[src/rtl/axis_fifo_pkg.sv]
// Shared width helpers and the stored-beat layout for the AXI4-Stream FIFO.
package axis_fifo_pkg;

    localparam int AXIS_WIDTH = 8;

    function automatic int clog2(input int n);
        int r;
        r = 0;
        while ((1 << r) < n) r = r + 1;
        return r;
    endfunction

    // A stored beat is data, one keep bit per byte, and last.
    function automatic int beat_width(input int width);
        return width + width / 8 + 1;
    endfunction

    localparam int AXIS_BEAT_W = beat_width(AXIS_WIDTH);

    typedef struct packed {
        logic [AXIS_WIDTH-1:0]   data;
        logic [AXIS_WIDTH/8-1:0] keep;
        logic                    last;
    } axis_beat_t;

endpackage

[src/rtl/axis_fifo_ptr.sv]
// Circular FIFO pointer: index bits plus one wrap bit, advanced by an enable.
module axis_fifo_ptr
    import axis_fifo_pkg::*;
#(
    parameter int DEPTH = 16,
    parameter int PW    = clog2(DEPTH) + 1
) (
    input  logic          aclk,
    input  logic          aresetn,
    input  logic          inc,
    output logic [PW-1:0] ptr
);

    logic [PW-1:0] ptr_d, ptr_q;

    // NOTE: the default assignment comes first so no path leaves ptr_d unassigned (no latch).
    always_comb begin
        ptr_d = ptr_q;
        if (inc) ptr_d = ptr_q + PW'(1);
    end

    // NOTE: state updates use non-blocking assignments so every flop samples pre-edge values.
    always_ff @(posedge aclk or negedge aresetn) begin
        if (!aresetn) ptr_q <= '0;
        else          ptr_q <= ptr_d;
    end

    assign ptr = ptr_q;

endmodule

[src/rtl/axis_fifo_buf.sv]
// Fully decoupled AXI4-Stream FIFO with first-word-fall-through output and
// optional store-and-forward packet mode.
module axis_fifo_buf
    import axis_fifo_pkg::*;
#(
    parameter int WIDTH       = 8,
    parameter int DEPTH       = 16,
    parameter bit PACKET_MODE = 1'b0
) (
    input  logic                  aclk,
    input  logic                  aresetn,
    output logic                  s_ready,
    input  logic                  s_valid,
    input  logic                  s_last,
    input  logic [WIDTH-1:0]      s_data,
    input  logic [WIDTH/8-1:0]    s_keep,
    input  logic                  m_ready,
    output logic                  m_valid,
    output logic                  m_last,
    output logic [WIDTH-1:0]      m_data,
    output logic [WIDTH/8-1:0]    m_keep,
    output logic [clog2(DEPTH):0] level,
    output logic                  full,
    output logic                  empty
);

    localparam int AW = clog2(DEPTH);
    localparam int PW = AW + 1;
    localparam int KW = WIDTH / 8;
    localparam int BW = beat_width(WIDTH);

    typedef struct packed {
        logic [WIDTH-1:0] data;
        logic [KW-1:0]    keep;
        logic             last;
    } beat_t;

    logic [PW-1:0] wr_ptr, rd_ptr;
    logic          push, pop;
    logic          ptr_empty, ptr_full;
    logic          ready_en_d, ready_en_q;
    logic [PW-1:0] level_d, level_q;
    logic [PW-1:0] pkt_cnt_d, pkt_cnt_q;
    logic [BW-1:0] mem_q [DEPTH];
    beat_t         head;

    axis_fifo_ptr #(.DEPTH(DEPTH)) u_wr_ptr (
        .aclk    (aclk),
        .aresetn (aresetn),
        .inc     (push),
        .ptr     (wr_ptr)
    );

    axis_fifo_ptr #(.DEPTH(DEPTH)) u_rd_ptr (
        .aclk    (aclk),
        .aresetn (aresetn),
        .inc     (pop),
        .ptr     (rd_ptr)
    );

    // Equal index bits mean empty or full; the wrap bit tells which.
    assign ptr_empty = (wr_ptr == rd_ptr);
    assign ptr_full  = (wr_ptr[AW-1:0] == rd_ptr[AW-1:0]) && (wr_ptr[AW] != rd_ptr[AW]);

    assign s_ready = ready_en_q & ~ptr_full;
    assign push    = s_valid & s_ready;
    assign pop     = m_valid & m_ready;

    // Packet mode holds the head back until a whole packet is stored, unless
    // the buffer is full, which lets oversize packets drain as cut-through.
    always_comb begin
        m_valid = ~ptr_empty;
        if (PACKET_MODE) m_valid = ~ptr_empty & ((pkt_cnt_q != '0) | ptr_full);
    end

    assign head = mem_q[rd_ptr[AW-1:0]];

    always_comb begin
        m_data = '0;
        m_keep = '0;
        m_last = 1'b0;
        if (m_valid) begin
            m_data = head.data;
            m_keep = head.keep;
            m_last = head.last;
        end
    end

    always_comb begin
        ready_en_d = 1'b1;
        level_d    = level_q;
        pkt_cnt_d  = pkt_cnt_q;
        if (push && !pop)      level_d = level_q + PW'(1);
        else if (pop && !push) level_d = level_q - PW'(1);
        if ((push && s_last) && !(pop && m_last))      pkt_cnt_d = pkt_cnt_q + PW'(1);
        else if ((pop && m_last) && !(push && s_last)) pkt_cnt_d = pkt_cnt_q - PW'(1);
    end

    always_ff @(posedge aclk or negedge aresetn) begin
        if (!aresetn) begin
            ready_en_q <= 1'b0;
            level_q    <= '0;
            pkt_cnt_q  <= '0;
        end else begin
            ready_en_q <= ready_en_d;
            level_q    <= level_d;
            pkt_cnt_q  <= pkt_cnt_d;
        end
    end

    // NOTE: storage is deliberately not reset; cleared pointers make stale entries unreachable.
    always_ff @(posedge aclk) begin
        if (push) mem_q[wr_ptr[AW-1:0]] <= {s_data, s_keep, s_last};
    end

    assign level = level_q;
    assign full  = ptr_full;
    assign empty = ptr_empty;

endmodule

[config.mk]
export PLATFORM = sky130hd
export DESIGN_NAME = axis_fifo_buf
export DESIGN_NICKNAME = d
export VERILOG_FILES = /design/src/rtl/axis_fifo_pkg.sv /design/src/rtl/axis_fifo_ptr.sv /design/src/rtl/axis_fifo_buf.sv
export SDC_FILE = /design/constraint.sdc
export NUM_CORES = 1
export LEC_CHECK = 0
export ABC_AREA = 1
export CORE_MARGIN = 2
export CORE_UTILIZATION = 45
export CTS_CLUSTER_DIAMETER = 40
export DETAILED_ROUTE_END_ITERATION = 6
export SYNTH_ARGS = -nofsm -noshare
export SYNTH_HDL_FRONTEND = slang
export SYNTH_SLANG_ARGS = --single-unit
[constraint.sdc]
create_clock -name aclk -period 3.3 [get_ports aclk]
set_input_delay 0.66 -clock aclk [delete_from_list [all_inputs] [get_ports aclk]]
set_output_delay 0.66 -clock aclk [all_outputs]
set_load 0.05 [all_outputs]
# Word-level counts from Yosys, hierarchy flattened
# Memory sizes are Yosys's and may differ from the RTL's.
# Cells that the tools add are included.
[totals]
inputBits = 14
memories = 1
elab_cells = 30
register_bits = 16
ram_bits = 160
[mem_list]
columns = ["memory", "depth", "width", "rd", "rd_ports_with_merged_regs", "wr", "line", "text"]
rows = [
  ["mem_q", 16, 10, 1, 0, 1, "axis_fifo_buf.sv:44", "logic [BW-1:0] mem_q [DEPTH];"],
]
[classes]
add_sub_neg = 4
n_mux = 7
n_reduce_logical = 6
eq_ne = 3
bitwise = 5
[ops]
columns = ["op", "count"]
rows = [
  ["5-bit by 1-bit adder with 5-bit output, second input constant", 3],
  ["5-bit 2-to-1 mux", 2],
  ["8-bit 2-to-1 mux", 1],
  ["5-bit == test", 1],
  ["5-bit by 1-bit subtractor with 5-bit output, second input constant", 1],
  ["4-bit == test", 1],
  ["1-bit 2-to-1 mux", 4],
  ["1-bit bitwise AND", 3],
  ["1-bit logical AND", 3],
  ["1-bit zero test", 2],
  ["1-bit NOT", 2],
  ["2-bit nonzero test", 1],
  ["1-bit inequality test", 1],
]

# Depth between registers and ports, before layout
# Gate-level depths: netlist of run 1.
[depth]
word_depth = 9
depth_mapped = 18
ltp_nobuf = 16

# Cells and area by module
# A second synthesis of run 1 with hierarchy kept.
[unflattened]
hier_cells = 825
area_unflattened_um2 = 8124.0
[modules_own_cells]
columns = ["mod", "cells_per_inst", "seq_area_each_um2", "instances", "area_each_um2"]
rows = [
  ["axis_fifo_buf", 771, 4954.8, 1, 7653.6],
  ["axis_fifo_ptr", 27, 125.1, 2, 235.2],
]

# Least setup slack after synthesis of run 1
# Ideal clock, no wire load.
[synth_timing]
path_kind = "reg2out"
start = "register u_rd_ptr.ptr_q[1] (netlist: u_rd_ptr.ptr[1])"
end = "output m_data[0]"
t_arrival_ps = 2070
stages_incl_launch_ff = 10
setup_slack_ps = 570
t_required_ps = 2640
path_cell_list = "dfrtp_1 > buf_4 > inv_2 > nand2_1 > nand2_1 > nor2_4 > nand3_2 > inv_2 > buf_6 > a21oi_1"
[synth_via]
elab_chain_cells = 2
word_cells_on_any_way = 3
classes_between = "eq/ne (1); mux (1); memory (1)"
[synth_lines]
columns = ["element", "line", "text"]
rows = [
  ["from (decl)", "axis_fifo_ptr.sv:14", "logic [PW-1:0] ptr_d, ptr_q;"],
  ["from (signal assigned)", "axis_fifo_ptr.sv:25", "else ptr_q <= ptr_d;"],
  ["5-bit == test", "axis_fifo_buf.sv:62", "assign ptr_empty = (wr_ptr == rd_ptr);"],
  ["net empty", "axis_fifo_buf.sv:24", "output logic empty"],
  ["8-bit 2-to-1 mux", "axis_fifo_buf.sv:82", "if (m_valid) begin"],
  ["to (decl)", "axis_fifo_buf.sv:20", "output logic [WIDTH-1:0] m_data,"],
]
# The timed path passes the listed nets, and every way through them passes these cells.

# Final worst setup path of run 1
[layout_timing]
start = "register u_rd_ptr.ptr_q[0] (netlist: u_rd_ptr.ptr[0])"
end = "output m_data[5]"
[layout_via]
elab_chain_cells = 2
word_cells_on_any_way = 3
classes_between = "eq/ne (1); mux (1); memory (1)"
[layout_lines]
columns = ["element", "line"]
rows = [
  ["memory read 16 x 10 bit / 5-bit == test (equally long branches)", "--"],
  ["8-bit 2-to-1 mux (*)", "axis_fifo_buf.sv:82"],
]
# Every way passes the cells marked *; elsewhere a longest branch is shown, timed or not.

==> results.md, run 1 <==
* Global-route wire length before repair at 29200 um
* Io pins at 33
* DP HPWL at 11800 um
* GPL Wtd Cong at 0.831
* Synth Flop Type: edfxtp_1
* PwrDens at 879 nW/um2
* CP Class: register to output pin
* Asr flop ratio synth at 9.09%
* Crit path time final at 3.01 ns
* Mapped cell area at 8050 um2
* Worst VDD drop at 0.000628 V
* Nets at 901
* CTS Buffer Depth at 2
* Critical path fanouts, max at 65
* Number of library cell types mapped by synthesis at 26
* CTS tree: built
* Die area at 19000 um2
* Post-CTS Setup Inserts at 0
* Sequential share of the synthesized area at 64.7%
* Clk slew on worst S/H paths at 0.06 ns
* Setup TNS Final at 0 ns
* Wire length per cell at 17.0 um
* Final Slew Violations at 0
* Unrepaired setup endpoints after global routing: no
* Final setup margin at 0.291 ns
* Count of hold-fix buffers inserted at cts at 0
* Largest net degree at the start of global routing at 66
* Vias per std cell at 4.99
* Grt ovf at 0
* Routed Antenna Nets at 0
* WP data required at 2.64 ns
* Detailed router's first-iteration violation count at 384
* Final setup vio count at 0
* Most frequent cells in the layout: nand2_1 (336), edfxtp_1 (160), inv_1 (124)
* Vias at 5556
* Number of global-route vias before repair at 5308
* Seq cells post-synth at 176
* Root Driver: clkbuf_16
* FMAX at 332 MHz
* Total wire length at 18900 um
* Most common cell after layout, fill and taps aside: nand2_1
* Clock skew at 0.00796 ns
* Initial core utilization at 46.2%
* Pleak at 4.09 nW
* Tcrit/Tclk final at 91.2%
* Worst EP arrival at 2.35 ns
* Initial antenna violation count at 0
* Layout cell share with drive strength beyond 1 at 9.67%
* Diodes inserted at 0
* Syn nets at 852
* Status: finished, final reports clean
* Maximum capacitance violations at 0
* Rows at 48
* DRC errors left at 0
* Clk_lat worst skew at 0.43 ns
* R2r setup slk at 0.68 ns
* Final Hold Vio Count at 0
* Synth warn at 0
* CTS H-tree lvls at 4
* Synth Instances at 828
* Relative slew slack at 48.4%
* Worst hold path class: register to register
* All-Layer GR Usage at 21.3%
* CTS Buf Count at 17
* Port Buffers at 32
* EDFF count, synth at 160
* CP endpoint kind: output pin
* Core Footprint at 17400 um2
* Cts repair resizes at 0
* Drt first pass iters at 5
* Least-Margin Pin Slew at 0.771 ns
* Die Ht at 138 um
* Post-Syn Area per Cell at 9.72 um2
* Total power at 8.10 mW
* Synth-to-Final Area Change at 14.6%
* Startpoint types: register
* DP Worst Slack at 0.509 ns
* Die X-Extent at 138 um
* CTS sink cnt at 176
through the flow:
| stage | hold slack, ns | std cells | util, % | area [um2] |
|---|---|---|---|---|
| after global placement | 0.507 | 1083 | 50.1 | 8720 |
| after floorplan | 0.364 | 828 | - | 8050 |
| after global routing | 0.580 | 1114 | 53.0 | 9220 |
| after CTS | 0.543 | 1114 | 53.0 | 9220 |
| after detailed placement | 0.520 | 1083 | 50.1 | 8720 |
| final | 0.539 | 1114 | 53.0 | 9220 |
critical path, stage by stage (launching register included):
cell     delay [ns]
dfrtp_2        0.41
inv_2          0.29
buf_12         0.34
nand2_1        0.09
nand2_1        0.06
nand2_1        0.05
nand3_1        0.08
nand3_1        0.10
a21oi_1        0.23
buf_4          0.24
routing by layer:
metal  part of all wire, %  vias up  routed length (um)  GRT usage [%]
li1                      -     2719                   -              -
met1                    45     2663                8480           28.1
met2                    48      140                9080           34.8
met3                   4.7       34                 888           4.12
met4                   2.3        0                 430           8.56
met5                     0        -                   0              0
power breakdown:
group	switching [mW]	total (mW)	internal, mW
registers	0.132	2.73	2.60
logic	2.53	3.62	1.08
clock network	0.816	1.75	0.939
cells in the mapped netlist (2+ instances only):
master / instances / area share, %
a21oi_1: 9 / 0.56
buf_4: 5 / 0.47
edfxtp_1: 160 / 60
buf_1: 3 / 0.14
a21oi_2: 2 / 0.22
buf_6: 2 / 0.28
nand3_1: 84 / 5.2
nor2_1: 21 / 0.98
ha_1: 9 / 1.4
clkbuf_1: 13 / 0.61
buf_2: 12 / 0.75
nand2_1: 336 / 16
o21ai_0: 2 / 0.12
inv_1: 124 / 5.8
nand4_1: 5 / 0.39
xor2_1: 8 / 0.87
xnor2_1: 4 / 0.44
dfrtp_1: 16 / 5.0
inv_2: 5 / 0.23
nand3_4: 2 / 0.44
registers in the layout, indices dropped and copies added, names as in the netlist:
name / cells
level: 5
ready_en_q: 1
u_wr_ptr.ptr: 5
mem_q: 160
u_rd_ptr.ptr: 5
layout make-up:
type	count	area [um2]
inverters	129	484
flip-flops and latches	176	5210
well taps	225	282
clock buffers	17	425
fillers	1568	8190
multi-input cells	488	2180
clock inverters	14	76.3
repair buffers	65	571
logic make-up (layout without fill, tap and decap cells):
kind of cell,Yosys count,after routing,synth area share (%)
compound gates,13,13,0.902
simple gates,452,452,23.2
flops,176,176,64.7
buf+inv,164,225,8.25
xor+xnor,12,12,1.31
other cells,1,1,0.0466
fa+ha+maj,10,10,1.65
worst paths after layout:
check                           cells past startpoint         endpoint       startpoint
worst max register to register                     15         level[4]  u_rd_ptr.ptr[2]
min in group asynchronous                           1  u_wr_ptr.ptr[2]          aresetn
worst min-delay path                                2         level[3]         level[3]
worst min register to register                      2         level[3]         level[3]
worst max-delay path                                9        m_data[5]  u_rd_ptr.ptr[0]
max in group asynchronous                           1  u_rd_ptr.ptr[0]          aresetn
Note: power is estimated with default switching activity, not from simulation.
==> run 2: changes to the inputs <==
--- a/config.mk
+++ b/config.mk
@@ -6,7 +6,7 @@
 export NUM_CORES = 1
 export LEC_CHECK = 0
 export ABC_AREA = 1
-export CORE_MARGIN = 2
+export CORE_MARGIN = 4
 export CORE_UTILIZATION = 45
 export CTS_CLUSTER_DIAMETER = 40
 export DETAILED_ROUTE_END_ITERATION = 6
==> run 2 against run 1 <==
Against the previous run: wire length shrank 4.6%; total power up 4.8%; cell count is 0.45% lower; sequential share of layout area is 0.66 points lower; die area increased by 5.9%; register-to-register slack got worse by 0.12 ns; critical endpoint unchanged; largest cell class unchanged; largest power group unchanged.
==> results.md, run 2 (synthesized netlist as in run 1, its figures left out) <==
* Final setup vio count at 0 (unchanged)
* Clock skew at 0.00890 ns (+0.000937 ns)
* Global-route wire length before repair at 28800 um (-1.3%)
* Most common cell after layout, fill and taps aside: nand2_1
* Die area at 20100 um2 (+5.9%)
* Drt first pass iters at 5 (unchanged)
* CP Class: register to output pin
* GPL Wtd Cong at 0.851 (+2.4%)
* Psw at 3.46 mW (-0.49%)
* Initial antenna violation count at 0 (unchanged)
* Largest net degree at the start of global routing at 50 (-24%)
* PwrDens at 910 nW/um2 (+3.5%)
* Synth-to-Final Area Change at 15.9%
* DRC errors left at 0 (unchanged)
* Status: finished, final reports clean
* Pleak at 4.13 nW (+0.96%)
* Initial core utilization at 46.2% (unchanged)
* Die X-Extent at 142 um (+2.9%)
* Relative slew slack at 51.3% (+2.8 points)
* Pint at 5.03 mW (+8.7%)
* CTS H-tree lvls at 4 (unchanged)
* Nets at 896 (-0.55%)
* Critical path fanouts, max at 32 (-51%)
* CP endpoint kind: output pin
* Rows at 48 (unchanged)
* Total wire length at 18000 um (-4.6%)
* Slowest CP cell: dfrtp_2
* Peak per-stage delay on the critical path at 0.65 ns (+0.24 ns)
* Core Footprint at 17400 um2 (unchanged)
* CP Buf/Inv Count at 4 (+1)
* CP dominant cell by count: nand2_1
* Largest register FFs at 160 (unchanged)
* CP top delay family: buffers and inverters
* Detailed router's first-iteration violation count at 481 (+25%)
* Startpoint types: register
* Vias per std cell at 4.99 (about the same)
* Reg power frac at 32.7% (-1.0 points)
* CTS Buffer Depth at 2 (unchanged)
* DP HPWL at 11800 um (+0.43%)
* Least-Margin Pin Slew at 0.729 ns (-0.0424 ns)
* CTS tree: built
* Number of global-route vias before repair at 5400 (+1.7%)
* Sw frac at 40.8% (-2.2 points)
* Most frequent cells in the layout: nand2_1 (336), edfxtp_1 (160), inv_1 (124)
* Wire length per cell at 16.3 um (-4.2%)
* CTS Buf Count at 17 (unchanged)
* Die Ht at 142 um (+2.9%)
* Final Slew Violations at 0 (unchanged)
* Hold WS at 0.524 ns (-0.0151 ns)
* Io pins at 33 (unchanged)
* Unrepaired setup endpoints after global routing: no
* FMAX at 325 MHz (-2.2%)
* Layout cell share with drive strength beyond 1 at 9.50% (-0.17 points)
* Cts repair resizes at 0 (unchanged)
* Worst EP arrival at 2.42 ns (+0.07 ns)
* Fill count at 1532 (-2.3%)
* Clock share of power at 24.8% (+3.2 points)
* Worst-path cell chain: inv_2 -> buf_4 -> nand2_1 -> nand3_1 -> nand2_1 -> nand2_1 -> nand2_1 -> inv_1 -> a21oi_1 -> buf_4
* Diodes inserted at 0 (unchanged)
* Post-CTS Setup Inserts at 0 (unchanged)
* Vias at 5534 (-0.40%)
* Crit path time final at 3.08 ns (+0.0678 ns)
* All-Layer GR Usage at 18.8% (-2.5 points)
* CTS sink cnt at 176 (unchanged)
* Clk slew on worst S/H paths at 0.06 ns (about the same)
* Final Hold Vio Count at 0 (unchanged)
* Maximum capacitance violations at 0 (unchanged)
* Clk_lat worst skew at 0.42 ns (about the same)
* Grt ovf at 0 (unchanged)
* Tcrit/Tclk final at 93.3% (+2.1 points)
* Root Driver: clkbuf_16
* Comb power frac at 42.5% (-2.1 points)
* Worst hold path class: register to register
* Routed Antenna Nets at 0 (unchanged)
* Setup TNS Final at 0 ns (unchanged)
* WP data required at 2.64 ns (about the same)
* Count of hold-fix buffers inserted at cts at 0 (unchanged)
* Worst VDD drop at 0.00113 V (+80%)
* Port Buffers at 32 (unchanged)
## run 2: cell types whose count changed in the layout (fill, tap and decap cells not counted)
cell | before | now
buf_4 | 44 | 37
bufinv_16 | 0 | 5
clkinv_1 | 6 | 2
buf_12 | 3 | 5
clkbuf_1 | 0 | 1
clkinv_4 | 2 | 1
inv_6 | 1 | 0
## run 2: power groups by stage
| stage | Combinational (mW) | Sequential, mW | Clock [mW] |
|---|---|---|---|
| 2_1_floorplan | 2.47 | 2.84 | 0 |
| 3_3_place_gp | 3.58 | 2.82 | 0 |
| 3_5_place_dp | 3.62 | 2.82 | 0 |
| 4_1_cts | 3.64 | 2.78 | 2.14 |
| 5_1_grt | 3.98 | 2.80 | 2.23 |
| 6_report | 3.61 | 2.78 | 2.10 |
## run 2: worst min-delay path, delay by kind of cell (launching register included)
kind             cells  cell delay (ns)
DFF                  1             0.37
and+or+nand+nor      2             0.12
## run 2: path summary, 6_finish.rpt
path | startpoint | endpoint | slack, ns | cells after the start
max in group asynchronous | aresetn | u_rd_ptr.ptr[0] | 2.12 | 1
min in group asynchronous | aresetn | u_rd_ptr.ptr[2] | 0.68 | 1
hold / removal | level[3] | level[3] | 0.52 | 2
setup / recovery | u_rd_ptr.ptr[0] | m_data[5] | 0.22 | 10
hold reg to reg | level[3] | level[3] | 0.52 | 2
setup reg to reg | u_rd_ptr.ptr[2] | level[4] | 0.56 | 15
## run 2: area by class of cell
class / count / area [um2] / area share, %
Clock buffer: 18 / 429 / 4.60
Sequential cell: 176 / 5210 / 55.8
Inverter: 129 / 484 / 5.19
Timing Repair Buffer: 60 / 558 / 5.98
Clock inverter: 13 / 194 / 2.08
Tap cell: 225 / 282 / 3.02
Multi-Input combinational cell: 488 / 2180 / 23.4
## run 2: metrics by stage
stage / setup slack, ns / instances / cell area, um2 / power [mW] / utilization (%)
final: 0.223 / 1109 / 9330 / 8.49 / 53.6
after global routing: 0.0209 / 1109 / 9330 / 9.02 / 53.6
after CTS: 0.217 / 1109 / 9330 / 8.56 / 53.6
after detailed placement: 0.486 / 1078 / 8710 / 6.45 / 50.0
after global placement: 0.573 / 1078 / 8710 / 6.40 / 50.0
after floorplan: 0.570 / 828 / 8050 / 5.31 / -
## run 2: per-layer routing
metal	share of wire (%)	up-vias	GRT usage, %
met4	1.3	0	4.29
met1	46	2656	26.8
met5	0	-	0
met3	6.2	21	3.91
met2	47	154	30.0
li1	-	2703	-
